## src/rtl/serial_cmp_fsm.sv

```systemverilog
// serial_cmp_fsm
//   Bit-serial magnitude comparator back end. It consumes one set of per-bit
//   flags (eq/big/sma) from the 1-bit comparator cell per valid cycle, MSB
//   first, and folds WIDTH of them into one eq/neq/big/sma verdict. The
//   comparison runs under a start/done handshake.
//
//   Build option: define CMP_EARLY_EXIT_EN to finish the comparison on the
//   first bit that decides BIG or SMA. When it is undefined, exactly WIDTH
//   bits are always consumed.
//
// Ports
//   clk        in   system clock, rising edge
//   rst_n      in   asynchronous active-low reset
//   start      in   begin a comparison (accepted in IDLE only)
//   bit_valid  in   eq_in/big_in/sma_in valid this cycle
//   eq_in      in   per-bit a==b
//   big_in     in   per-bit a>b
//   sma_in     in   per-bit a<b
//   busy       out  comparison in progress
//   done       out  one-cycle pulse, result valid
//   eq/neq     out  operands equal / differ
//   big/sma    out  A > B / A < B
//   err        out  illegal flag combination seen in this comparison
//
// state | meaning
// IDLE  | waiting for start, result outputs hold the last verdict
// RUN   | consuming bit flags, stalls while bit_valid is low
// DONE  | one-cycle done pulse, result registered on entry

module serial_cmp_fsm #(
  parameter  int WIDTH = 4,
  localparam int CNT_W = $clog2(WIDTH)
) (
  input  logic clk,
  input  logic rst_n,
  input  logic start,
  input  logic bit_valid,
  input  logic eq_in,
  input  logic big_in,
  input  logic sma_in,
  output logic busy,
  output logic done,
  output logic eq,
  output logic neq,
  output logic big,
  output logic sma,
  output logic err
);

`ifdef CMP_EARLY_EXIT_EN
  localparam bit EARLY_EXIT = 1'b1;
`else
  localparam bit EARLY_EXIT = 1'b0;
`endif

  localparam logic [CNT_W-1:0] LAST_BIT = CNT_W'(WIDTH - 1);

  typedef enum logic [1:0] {S_IDLE, S_RUN, S_DONE} state_t;
  typedef enum logic [1:0] {V_EQ, V_BIG, V_SMA} verdict_t;

  state_t           state_q, state_d;
  verdict_t         verdict_q, verdict_d;
  logic [CNT_W-1:0] cnt_q, cnt_d;
  logic             err_q, err_d;
  logic             eq_q, eq_d, neq_q, neq_d, big_q, big_d, sma_q, sma_d;
  logic             legal;
  logic             decided;

  // Exactly one flag high is the only legal encoding from the comparator cell.
  assign legal = $onehot({eq_in, big_in, sma_in});

  always_comb begin
    state_d   = state_q;
    verdict_d = verdict_q;
    cnt_d     = cnt_q;
    err_d     = err_q;
    eq_d      = eq_q;
    neq_d     = neq_q;
    big_d     = big_q;
    sma_d     = sma_q;
    decided   = 1'b0;

    case (state_q)
      S_IDLE: begin
        if (start) begin
          state_d   = S_RUN;
          cnt_d     = '0;
          verdict_d = V_EQ;
          err_d     = 1'b0;
        end
      end
      S_RUN: begin
        if (bit_valid) begin
          cnt_d = cnt_q + CNT_W'(1);
          if (!legal) begin
            // An illegal bit still counts but never moves the verdict.
            err_d = 1'b1;
          end else if (verdict_q == V_EQ) begin
            if (big_in) begin
              verdict_d = V_BIG;
              decided   = 1'b1;
            end else if (sma_in) begin
              verdict_d = V_SMA;
              decided   = 1'b1;
            end
          end
          if (cnt_q == LAST_BIT || (EARLY_EXIT && decided)) begin
            state_d = S_DONE;
          end
        end
      end
      S_DONE:  state_d = S_IDLE;
      default: state_d = S_IDLE;
    endcase

    // Load the result on the RUN->DONE edge so it is valid alongside done,
    // including the verdict contributed by the final bit.
    if (state_q == S_RUN && state_d == S_DONE) begin
      eq_d  = (verdict_d == V_EQ);
      neq_d = (verdict_d != V_EQ);
      big_d = (verdict_d == V_BIG);
      sma_d = (verdict_d == V_SMA);
    end
  end

  always_ff @(posedge clk or negedge rst_n) begin
    if (!rst_n) begin
      state_q   <= S_IDLE;
      verdict_q <= V_EQ;
      cnt_q     <= '0;
      err_q     <= 1'b0;
      eq_q      <= 1'b0;
      neq_q     <= 1'b0;
      big_q     <= 1'b0;
      sma_q     <= 1'b0;
    end else begin
      state_q   <= state_d;
      verdict_q <= verdict_d;
      cnt_q     <= cnt_d;
      err_q     <= err_d;
      eq_q      <= eq_d;
      neq_q     <= neq_d;
      big_q     <= big_d;
      sma_q     <= sma_d;
    end
  end

  assign busy = (state_q == S_RUN);
  assign done = (state_q == S_DONE);
  assign eq   = eq_q;
  assign neq  = neq_q;
  assign big  = big_q;
  assign sma  = sma_q;
  assign err  = err_q;

endmodule

```

## config.mk

```make
export PLATFORM = sky130hd
export DESIGN_NAME = serial_cmp_fsm
export DESIGN_NICKNAME = d
export VERILOG_FILES = /design/src/rtl/serial_cmp_fsm.sv
export SDC_FILE = /design/constraint.sdc
export NUM_CORES = 1
export LEC_CHECK = 0
export ABC_AREA = 1
export BUFFER_PORTS_ARGS = -buffer_cell sky130_fd_sc_hd__clkbuf_2
export CORE_MARGIN = 3
export CORE_UTILIZATION = 40
export CTS_CLUSTER_DIAMETER = 50
export CTS_CLUSTER_SIZE = 30
export DETAILED_ROUTE_END_ITERATION = 16
export PLACE_DENSITY_LB_ADDON = 0.1
export SLEW_MARGIN = 0
export SYNTH_ARGS = -nofsm -noshare
export SYNTH_HDL_FRONTEND = slang
export SYNTH_SLANG_ARGS = --single-unit
```

## constraint.sdc

```tcl
create_clock -name clk -period 1.8 [get_ports clk]
set_clock_uncertainty 0.15 [all_clocks]
set_input_delay 0.36 -clock clk [delete_from_list [all_inputs] [get_ports clk]]
set_output_delay 0.36 -clock clk [all_outputs]
set_load 0.005 [all_outputs]
```

==> results by stage <==
Floorplanning:
- The area of the die is 2013 sq um.
- The height of the chip is around 45 microns.
- In this run the horizontal extent of the chip is 44.87 microns.
- The number of I/O pins is 14.
- The initialized floorplan defines 13 standard-cell rows.
- The core area is 1366 sq um.
- The starting utilization of the core area is 44.23%.

Critical path:
- STA classifies the critical path endpoint as a register.
- The launching point of the worst reg2reg path is state_q[1].
- The number of cells on the worst reg-to-reg path is 8.
- Of all nets on the critical path, the largest fanout is 4.
- By startpoint and endpoint, the worst setup path is classified as primary input to register.
- Across all register-to-register paths, the minimum setup slack is 0.31 ns.
- The endpoint identified for the worst register-to-register timing path is sma.
- The critical path required time is roughly 1.8 ns.
- The worst setup path is launched from a primary input.
- The data arrival at the endpoint of the critical path is 1.62 ns.

Routing:
- The wire length per cell is 10.31 microns.
- The final layout contains routed wiring with a total length of approximately 1200 microns.
- For this block, the via count after detailed routing is about 530.
- In this run, the number of DRC markers left after iteration 0 of detailed routing was 6.
- The count of nets left with antenna violations once routing finished came out at 0.
- The DRC violations left is 0.
- The number of search-and-repair iterations in the first detailed-routing pass is 4.
- After detailed routing, the number of vias per cell comes to 4.552.

Synthesis:
- The cell area after synthesis is 604.3 sq um.
- The sequential element share of the synthesized area is 45.55%.
- In this run the mean area of a mapped cell was 7.461 sq um.
- The cell count after synthesis came out at 81.
- The synthesized flop and latch total is 11.
- The net count after synthesis is 90.
- The number of distinct library cells after synthesis is 15.
- The count of warnings emitted by yosys is 0.

Power:
- Across the VDD grid, the largest voltage drop is 0.6982 mV.
- The analysis attributes to cell leakage a power of 0.4498 nW.
- The power per cell area is 1366 nW/um^2.

Placement:
- Routability-driven placement finished with a final weighted congestion of 0.7170.
- The post-detailed-placement cell area is 703.2 sq um.
- Summed over all nets, the half-perimeter wirelength after detailed placement is 931.8 microns.
- The count of input and output buffers is 13.
- The number of instances in the placed design is 111.

Cells and area:
- The area added between synthesis and finish is 22.98%.
- The total number of nets in the final design is around 110.
- The fraction of layout cells with a size suffix above 1 is 25.74%.
- The fraction of the core area covered by cells at the end of the flow is 54.40%.
- The number of non-filler instances in the completed layout is 116.
- The summed area of non-filler cells in the final layout is 743.2 sq um.
- In the layout the commonest cells are sky130_fd_sc_hd__nand2_1, sky130_fd_sc_hd__inv_1, sky130_fd_sc_hd__clkbuf_2.
- The number of antenna diodes is 0.
- The most common cell after layout, fill and taps aside is sky130_fd_sc_hd__nand2_1.

Run status:
- The run finished with clean final reports.

GRT:
- met2 is the most crowded layer.
- For met3 alone, demand over resource in global routing was 2.789%.
- The largest net degree at the start of global routing is 12.
- The via count of the first global-routing pass is 481.
- The global-route usage over all layers is 13.86%.
- The met1 demand-to-capacity share in global routing is 17.79%.
- The first-pass GRT wire length is 1987 microns.
- The number of antenna violations at the first check in global routing came to 0.
- The total grt overflow is 0.
- Global routing consumed, on the met2 layer, 21.20% of the routing resources.

Clock tree:
- The number of buffers inserted to repair setup after CTS is 0.
- TritonCTS built the clock tree.
- TritonCTS created 3 clock buffers.
- The later-pin clock latency in the skew report is between 0.2 and 0.3 ns.
- Clock-pin slew was measured on the worst setup and hold paths at ~0.080 ns.
- CTS built an H-tree with a depth of 1.
- The longest clock path from root to sink contains 2 buffers.
- The cell at the root of the clock tree is sky130_fd_sc_hd__clkbuf_4.
- The number of sinks handled by clock tree synthesis is 11.

Timing:
- The final worst-path cycle share is 88.54%.
- The final hold violation count is 0.
- For the finished layout, the period the worst path requires is 1.594 ns.
- Setup repair after global routing left no endpoint under its margin.
- Timing would allow up to 627.5 MHz.
- The normalized max-slew margin is 78.02%.
- Hold is met by 0.2349 ns.
- The number of endpoints failing setup at the final stage is 0.
- The number of pins with negative max-slew slack in the final report is 0.
- The actual slew at the worst max-slew pin is 0.3286 ns.

Min path:
- The destination of the worst hold path is cnt_q[1].
- The number of cells traversed by the worst hold path is 3.
- The worst hold path begins at bit_valid.
- The worst hold path class is primary input to register.

Job:
- The max capacitance violation total is 0.
routing by layer:
metal	share of wire (%)	routed length, microns
met5	0	0
met2	44	523
met3	6.5	78
met1	49	582
met4	0.92	11
cell type report:
type | instances | area, sq um
clock buffer | 3 | 22.52
clock inverter | 1 | 5.005
fill | 144 | 623.1
inverter | 19 | 71.32
multi-input combinational | 51 | 260.3
sequential | 11 | 275.3
tap | 15 | 18.77
timing repair buffer | 16 | 90.09
power breakdown:
group	total (mW)	switching, mW	internal [mW]
combinational	0.430	0.258	0.172
clock	0.171	0.0890	0.0823
sequential	0.414	0.0636	0.350
total	1.01	0.410	0.605
synth_stat cells:
| library cell | number | area share [%] |
|---|---|---|
| sky130_fd_sc_hd__o211ai_1 | 1 | 1.2 |
| sky130_fd_sc_hd__nor2_2 | 1 | 1.0 |
| sky130_fd_sc_hd__nor2_1 | 8 | 5.0 |
| sky130_fd_sc_hd__a21oi_1 | 1 | 0.83 |
| sky130_fd_sc_hd__inv_1 | 16 | 9.9 |
| sky130_fd_sc_hd__nor3_1 | 1 | 0.83 |
| sky130_fd_sc_hd__dfrtp_1 | 11 | 46 |
| sky130_fd_sc_hd__fa_1 | 1 | 3.3 |
| sky130_fd_sc_hd__nand3_1 | 7 | 5.8 |
| sky130_fd_sc_hd__nor2_4 | 1 | 1.9 |
| sky130_fd_sc_hd__o21ai_0 | 3 | 2.5 |
| sky130_fd_sc_hd__inv_2 | 3 | 1.9 |
| sky130_fd_sc_hd__nor3_4 | 1 | 2.7 |
| sky130_fd_sc_hd__nand2_1 | 25 | 16 |
| sky130_fd_sc_hd__ha_1 | 1 | 2.1 |
flip-flops by register name, summed over array words and instances, names as in the netlist:
signal / cells
cnt_q: 2
state_q: 2
verdict_q: 2
big: 1
eq: 1
err: 1
neq: 1
sma: 1
worst max-delay path, stage by stage:
cell and delay (ns):
sky130_fd_sc_hd__clkbuf_2 0.09, sky130_fd_sc_hd__inv_1 0.06, sky130_fd_sc_hd__fa_1 0.52, sky130_fd_sc_hd__inv_1 0.06
sky130_fd_sc_hd__nand3_1 0.08, sky130_fd_sc_hd__inv_1 0.06, sky130_fd_sc_hd__nand3_1 0.07, sky130_fd_sc_hd__nand2_1 0.05
sky130_fd_sc_hd__nand2_1 0.12, sky130_fd_sc_hd__nand2_1 0.06, sky130_fd_sc_hd__nand2_1 0.06, sky130_fd_sc_hd__inv_1 0.03
worst max path at each step:
stage                start  end
global route        big_in  big
global placement     eq_in  sma
detailed placement  big_in  neq
CTS                 big_in  neq
floorplan            eq_in  big
finish              big_in  sma
kinds of logic after synthesis:
family,share of synthesized area [%]
simple gates,32.71
buf+inv,11.80
flops,45.55
compound gates,4.554
fa+ha+maj,5.383
timing repair:
| item | 4_1_cts | 5_1_grt |
|---|---|---|
| endpoints found under the hold margin | 11 | 0 |
| hold buffers | 1 | 0 |
| endpoints found under the setup margin | 0 | 1 |
| gates resized for setup | 0 | 1 |
per-stage QoR:
stage,power (mW),setup WS (ns),setup TNS (ns)
6_report,1.015,0.2064,0
5_1_grt,1.110,0.1046,0
4_1_cts,1.026,0.1854,0
3_5_place_dp,0.8465,-0.1098,-0.3781
3_3_place_gp,0.8430,-0.07703,-0.2725
2_1_floorplan,0.7004,0.1070,0
Power figures use the tool's default switching activity.
